==> config.mk <==
export PLATFORM = sky130hd
export DESIGN_NAME = func_gen_ctrl
export DESIGN_NICKNAME = d
export VERILOG_FILES = /design/src/rtl/func_gen_ctrl.sv
export SDC_FILE = /design/constraint.sdc
export NUM_CORES = 1
export LEC_CHECK = 0
export ABC_CLOCK_PERIOD_IN_PS = 6500
export CAP_MARGIN = 20
export CORE_AREA = 2 2 208 210
export DETAILED_ROUTE_END_ITERATION = 10
export DIE_AREA = 0 0 210 212
export DONT_BUFFER_PORTS = 1
export SYNTH_ARGS = -nofsm -noshare
export SYNTH_HDL_FRONTEND = slang
export SYNTH_SLANG_ARGS = --single-unit
==> constraint.sdc <==
create_clock -name clk -period 6.5 [get_ports clk]
set_input_delay 0.975 -clock clk [delete_from_list [all_inputs] [get_ports clk]]
set_output_delay 0.975 -clock clk [all_outputs]
set_load 0.005 [all_outputs]
==> src/rtl/func_gen_ctrl.sv <==
// Configuration / sweep scheduler for the function generator core.
// Requests are staged in a shadow and applied only on waveform boundaries.
module func_gen_ctrl #(
  parameter int unsigned MAX_CNT_TABLE = 9999,
  parameter int unsigned MAX_CNT_PULSE = 499999,
  parameter int unsigned DWELL_W       = 32
) (
  input  logic               clk,
  input  logic               rst_n,
  input  logic               cfg_valid,
  output logic               cfg_ready,
  input  logic [1:0]         cfg_sig_type,
  input  logic [31:0]        cfg_count,
  input  logic [7:0]         cfg_duty,
  input  logic               cfg_sweep,
  input  logic [31:0]        cfg_stop,
  input  logic [31:0]        cfg_step,
  input  logic [DWELL_W-1:0] cfg_dwell,
  input  logic               cfg_loop,
  input  logic               boundary,
  input  logic               abort,
  output logic [31:0]        set_count,
  output logic [7:0]         duty_cycle,
  output logic [1:0]         sig_type,
  output logic               busy,
  output logic               apply_done,
  output logic               sweep_done,
  output logic               cfg_err
);

  typedef enum logic [1:0] {
    IDLE, PEND, SWEEP, SPEND
  } state_t;

  typedef struct packed {
    logic [1:0]         typ;
    logic [31:0]        count;
    logic [7:0]         duty;
    logic               sweep;
    logic [31:0]        start;
    logic [31:0]        stop;
    logic [31:0]        step;
    logic [DWELL_W-1:0] dwell;
    logic               loop_en;
  } shadow_t;

  state_t             state_q, state_d;
  shadow_t            sh_q, sh_d;
  logic [DWELL_W-1:0] dwell_q, dwell_d;
  logic [31:0]        set_count_q, set_count_d;
  logic [7:0]         duty_q, duty_d;
  logic [1:0]         type_q, type_d;
  logic               apply_q, apply_d;
  logic               sdone_q, sdone_d;
  logic               err_q, err_d;

  logic [31:0] lim;
  logic        req_ok;
  logic [32:0] nxt;

  always_comb begin
    lim = cfg_sig_type[1] ? 32'(MAX_CNT_PULSE)
                          : 32'(MAX_CNT_TABLE);
    if (cfg_sweep)
      req_ok = (cfg_count <= cfg_stop) &&
               (cfg_stop <= lim) &&
               (cfg_step != '0) &&
               (cfg_dwell != '0);
    else
      req_ok = cfg_count <= lim;
    // 33-bit sum so a wrap past 2^32 still compares above stop
    nxt = {1'b0, set_count_q} + {1'b0, sh_q.step};
  end

  always_comb begin
    state_d     = state_q;
    sh_d        = sh_q;
    dwell_d     = dwell_q;
    set_count_d = set_count_q;
    duty_d      = duty_q;
    type_d      = type_q;
    apply_d     = 1'b0;
    sdone_d     = 1'b0;
    err_d       = err_q;
    unique case (state_q)
      IDLE: begin
        if (cfg_valid) begin
          if (!req_ok) begin
            err_d = 1'b1;
          end else begin
            sh_d.typ     = cfg_sig_type;
            sh_d.count   = cfg_count;
            sh_d.duty    = cfg_duty;
            sh_d.sweep   = cfg_sweep;
            sh_d.start   = cfg_count;
            sh_d.stop    = cfg_stop;
            sh_d.step    = cfg_step;
            sh_d.dwell   = cfg_dwell;
            sh_d.loop_en = cfg_loop;
            state_d      = PEND;
          end
        end
      end
      PEND, SPEND: begin
        if (abort) begin
          sh_d    = '0;
          state_d = IDLE;
        end else if (boundary) begin
          set_count_d = sh_q.count;
          duty_d      = sh_q.duty;
          type_d      = sh_q.typ;
          apply_d     = 1'b1;
          dwell_d     = '0;
          state_d     = sh_q.sweep ? SWEEP : IDLE;
        end
      end
      SWEEP: begin
        if (abort) begin
          sh_d    = '0;
          state_d = IDLE;
        end else if (dwell_q == sh_q.dwell - DWELL_W'(1)) begin
          dwell_d = '0;
          if (nxt <= {1'b0, sh_q.stop}) begin
            sh_d.count = nxt[31:0];
            state_d    = SPEND;
          end else if (sh_q.loop_en) begin
            sh_d.count = sh_q.start;
            state_d    = SPEND;
          end else begin
            sdone_d = 1'b1;
            state_d = IDLE;
          end
        end else begin
          dwell_d = dwell_q + DWELL_W'(1);
        end
      end
      default: state_d = IDLE;
    endcase
  end

  always_ff @(posedge clk) begin
    if (!rst_n) begin
      state_q     <= IDLE;
      sh_q        <= '0;
      dwell_q     <= '0;
      set_count_q <= '0;
      duty_q      <= 8'd128;
      type_q      <= '0;
      apply_q     <= 1'b0;
      sdone_q     <= 1'b0;
      err_q       <= 1'b0;
    end else begin
      state_q     <= state_d;
      sh_q        <= sh_d;
      dwell_q     <= dwell_d;
      set_count_q <= set_count_d;
      duty_q      <= duty_d;
      type_q      <= type_d;
      apply_q     <= apply_d;
      sdone_q     <= sdone_d;
      err_q       <= err_d;
    end
  end

  assign cfg_ready  = state_q == IDLE;
  assign busy       = state_q != IDLE;
  assign set_count  = set_count_q;
  assign duty_cycle = duty_q;
  assign sig_type   = type_q;
  assign apply_done = apply_q;
  assign sweep_done = sdone_q;
  assign cfg_err    = err_q;

endmodule

==> results.md <==
- The fraction of the cycle the final worst path needs is 0.914.
- The distinct cell type count after synthesis is 75.
- The total count of hold-check failures in the final report is 0.
- The floorplan step set the die width to 210 microns.
- In the routed layout, each cell is associated on average with a via count of 5.84.
- In this run the top signal layer used is met5.
- The setup slack of the worst register-to-register path is 0.56 ns.
- Max-cap violations in this run came to 0.
- The first global-routing pass estimated 75000 microns of wire.
- Setup repair after global routing left no endpoint under its margin.
- By area the synthesized netlist is led by dfxtp_1 (34%), ha_1 (9.5%), a22oi_1 (8.4%).
- The wire length on met2 is 21700 microns.
- The clock slew at the register clock pins of the worst setup and hold paths is 0.06 ns.
- After layout, the minimum clock period comes to 5.94 ns.
- The worst-case headroom to the max-slew limit is 0.374.
- The post-CTS resize count is 0.
- Of the total power, the share spent switching nets is 0.227.
- Of the total power, registers draw 0.457.
- The total placed instance area is 15100 sq um.
- The floorplan core area is 42500 sq um.
- The synthesized design spends more area on one cell type than any other, namely dfxtp_1.
- For this configuration, the core starts out at a cell density of 0.346.
- The number of antenna violations at the first check in global routing is 3.
- The initialized floorplan defines 76 standard-cell rows.
- The highest clock rate is 168 MHz.
- The worst setup path is captured at a register.
- After legalization and detailed placement, the total HPWL measured 35600 microns.
- STA puts the critical path data arrival time at 6.45 ns.
- The count of endpoints failing setup in the final report is 0.
- In the layout the commonest cells are dfxtp_1 (251), nor2_1 (188), a22oi_1 (165), nand2_1 (141), ha_1 (112).
- The number of cells produced by synthesis is 1792.
- The number of hold buffers added after CTS was 0.
- The required time of the critical path is 7.01 ns.
- In the synthesized netlist the async set-or-reset flop fraction comes to 0.
- The die covers 44500 sq um.
- For this block, the via count after detailed routing is 13500.
- Port buffering added 0 buffers.
- The warning count from the yosys run is 0.
- The growth of design area from synthesis to finish is 10.1%.
- In this run, placement finished with an instance count of 2251.
- The multi-input combinational cell area is 8960 sq um.
- The beginning of the critical path is set_count[10].
- In this run the power density over the cells is 208 nW/um^2.
- In this run the most critical hold path is launched from sh_q[134].
- Across the routed clock network, the largest skew measured is 0.0293 ns.
- Entering global routing, the biggest net connects 141 pins.
- Total power for the finished layout comes to 3.37 mW.
- The final estimated routing congestion in global placement is 0.927.
- The number of DRC markers in iteration 0 is 1019.
- The floorplan step set the die height to 212 microns.
- Averaged over all synthesized cells, the footprint is 8.20 sq um.
- The final count of pins violating max slew was 0.
- The number of nets handed over by synthesis was 2050.
- The sink count of the clock tree is 251.
- The top-level I/O count is 192.
- CTS built an H-tree with a depth of 1.
- Of the total power, the clock network draws 0.512.
- The end of the worst hold path is duty_cycle[4].
- The flow ran to the end, and the final reports show no timing, DRC or antenna violations.
- After detailed routing, the total wire length is 49400 microns.
- For the final routed database, the setup TNS stands at 0 ns.
- Of all nets on the critical path, the largest fanout is 30.
- The remaining routing DRC violations is 0.
- In the final routing, the length of wire on met1 measures 21700 microns.
- The library cell used most frequently in the layout, excluding fill and tap cells, is dfxtp_1.
- Across all setup checks in the final design, the least slack found is 0.561 ns.
- The share of the Yosys chip area taken by registers is 0.342.
- The minimum setup slack after placement is 0.699 ns.
- The post-CTS setup repair buffer count is 0.
- The start of the worst register-to-register path is set_count[10].
- With fillers left out, the area of the finished cells amounts to 16200 sq um.
- The cell internal power dissipation is 2.60 mW.
- The endpoint identified for the worst register-to-register timing path is sh_q[144].
- The all-layer global routing usage is 0.215.
- Dividing the detail-routed wire length by the instance count gives 21.4 microns.
- The worst setup path is launched from a register.
- The number of nets in the finished design is 1996.
- The detail route stage leaves a number of antenna-violating nets equal to 0.
- Summed over all cells, the static leakage comes to 6.28 nW.
- After synthesis the netlist holds a flip-flop and latch count of 251.
- The clock reaches the later pin of the worst-skew pair after 0.58 ns.
- The number of stages on the worst hold path is 2.
- The first detailed-routing pass ran for 5 iterations.
- The number of global-route vias before repair is 12700.
- The library cell used as clock root buffer is clkbuf_16.
- The worst voltage drop across the vdd grid is 171 uV.
- By startpoint and endpoint, the worst setup path is classified as register to register.
- The synthesized design contains 0 enable-type register cells.
- For the pin with the worst max-slew slack, the measured transition is 0.938 ns.
- The mapped netlist covers 14700 sq um.
- Global routing finished with a remaining overflow of 0.
- The routed wire length on met3 is 4400 microns.
- Of the post-synthesis cell area, the dominant cell type holds 0.342.
- The fill cell total of the finished layout is 4290.
- The count of cells along the worst register-to-register path is 22.
- The CTS tree is done.
- The share of post-route cells with drive strength above 1 is 0.0653.
- The clock passes through at most 3 buffers.
- The path class of the tightest hold or removal check is register to register.
- TritonCTS created 30 clock buffers.
- The number of inserted diodes is 0.
- For this run, the leading register cell type out of synthesis is dfxtp_1.
- The logic gate share of total power is 0.031.
- Across the whole layout, storage elements account for 5020 sq um.
- The final instance count without filler cells is 2307.
- In this run the power spent charging and discharging nets is 0.766 mW.
## worst max-delay path, cell delays in order, from the launching register on
cell and delay [ns]:
dfxtp_1 0.34, ha_1 0.37, a21oi_1 0.21, o21ai_0 0.15, a311o_1 0.38, o211ai_1 0.37
and4_1 0.33, nor4b_1 0.07, a2111o_1 0.44, and4_1 0.23, or3_1 0.37, ha_1 0.31
nand3_1 0.10, or4_1 0.52, nor2_1 0.10, a22oi_1 0.07, o31ai_1 0.10, nand2_1 0.16
o21ai_0 0.17, and4_2 0.58, buf_12 0.25, o21ai_1 0.08, a31oi_1 0.15
## cell type report
class	count	area share
inverters	87	0.0203
clock inverters	11	0.00774
repair buffers	17	0.0102
clock buffers	44	0.0546
flip-flops and latches	251	0.311
well taps	546	0.0422
multi-input cells	1351	0.554
## worst max-delay path by stage
stage	depth (start not counted)	endpoint
floorplan	22	sh_q[157]
global placement	22	sh_q[160]
detailed placement	22	sh_q[162]
CTS	22	sh_q[162]
global route	22	sh_q[160]
finish	22	sh_q[144]
## cell families after synthesis
| logic type | Yosys count | share of synthesized area |
|---|---|---|
| AND/OR/NAND/NOR | 599 | 0.202 |
| AO/OA/AOI/OAI | 543 | 0.247 |
| flip-flops | 251 | 0.342 |
| buffers and inverters | 190 | 0.0506 |
| adder cells (fa/ha/maj) | 113 | 0.0967 |
| XOR/XNOR | 68 | 0.0405 |
| multiplexers | 28 | 0.0211 |
## registers in the layout, indices dropped and copies added, names as in the netlist
| register | cells |
|---|---|
| apply_done | 1 |
| state_q | 2 |
| sh_q | 172 |
| cfg_err | 1 |
| dwell_q | 32 |
| set_count | 32 |
| duty_cycle | 8 |
| sig_type | 2 |
| sweep_done | 1 |
## through the flow
stage	hold slack [ns]	util
finish	0.461	0.380
global route	0.479	0.380
CTS	0.458	0.380
detailed placement	0.460	0.356
global placement	0.447	0.356
floorplan	0.441	-
## synthesized netlist by cell type, drive strengths merged, types with 5 or more instances
cell    number
inv         86
o21ai       92
and3        15
nand4       38
a21oi      112
nor4        49
nor2b       30
or4         11
a31oi       19
xor2        23
nand3       20
and2         7
nor3b       14
nand2      141
buf         14
clkbuf      89
mux2        24
nor3        28
a21boi      48
nand2b       9
a211oi       8
or2          9
nor2       191
o21a         9
a22oi      165
a21o        36
ha         112
o31ai        5
dfxtp      251
or3         14
and4        11
o211ai       9
xnor2       45
## layer usage
metal	vias up	global-route usage
li1	6474	-
met1	6418	0.280
met2	486	0.340
met3	90	0.0640
met4	4	0.0724
met5	-	0
## power by group through the flow
| stage | Sequential [mW] | Combinational, mW | Clock (mW) |
|---|---|---|---|
| after floorplan | 1.57 | 0.0864 | 0 |
| after global placement | 1.57 | 0.0990 | 0 |
| after detailed placement | 1.57 | 0.104 | 0 |
| after CTS | 1.54 | 0.105 | 1.76 |
| after global routing | 1.54 | 0.120 | 1.82 |
| final | 1.54 | 0.105 | 1.72 |
No activity file was read; power rests on OpenSTA's default activity.
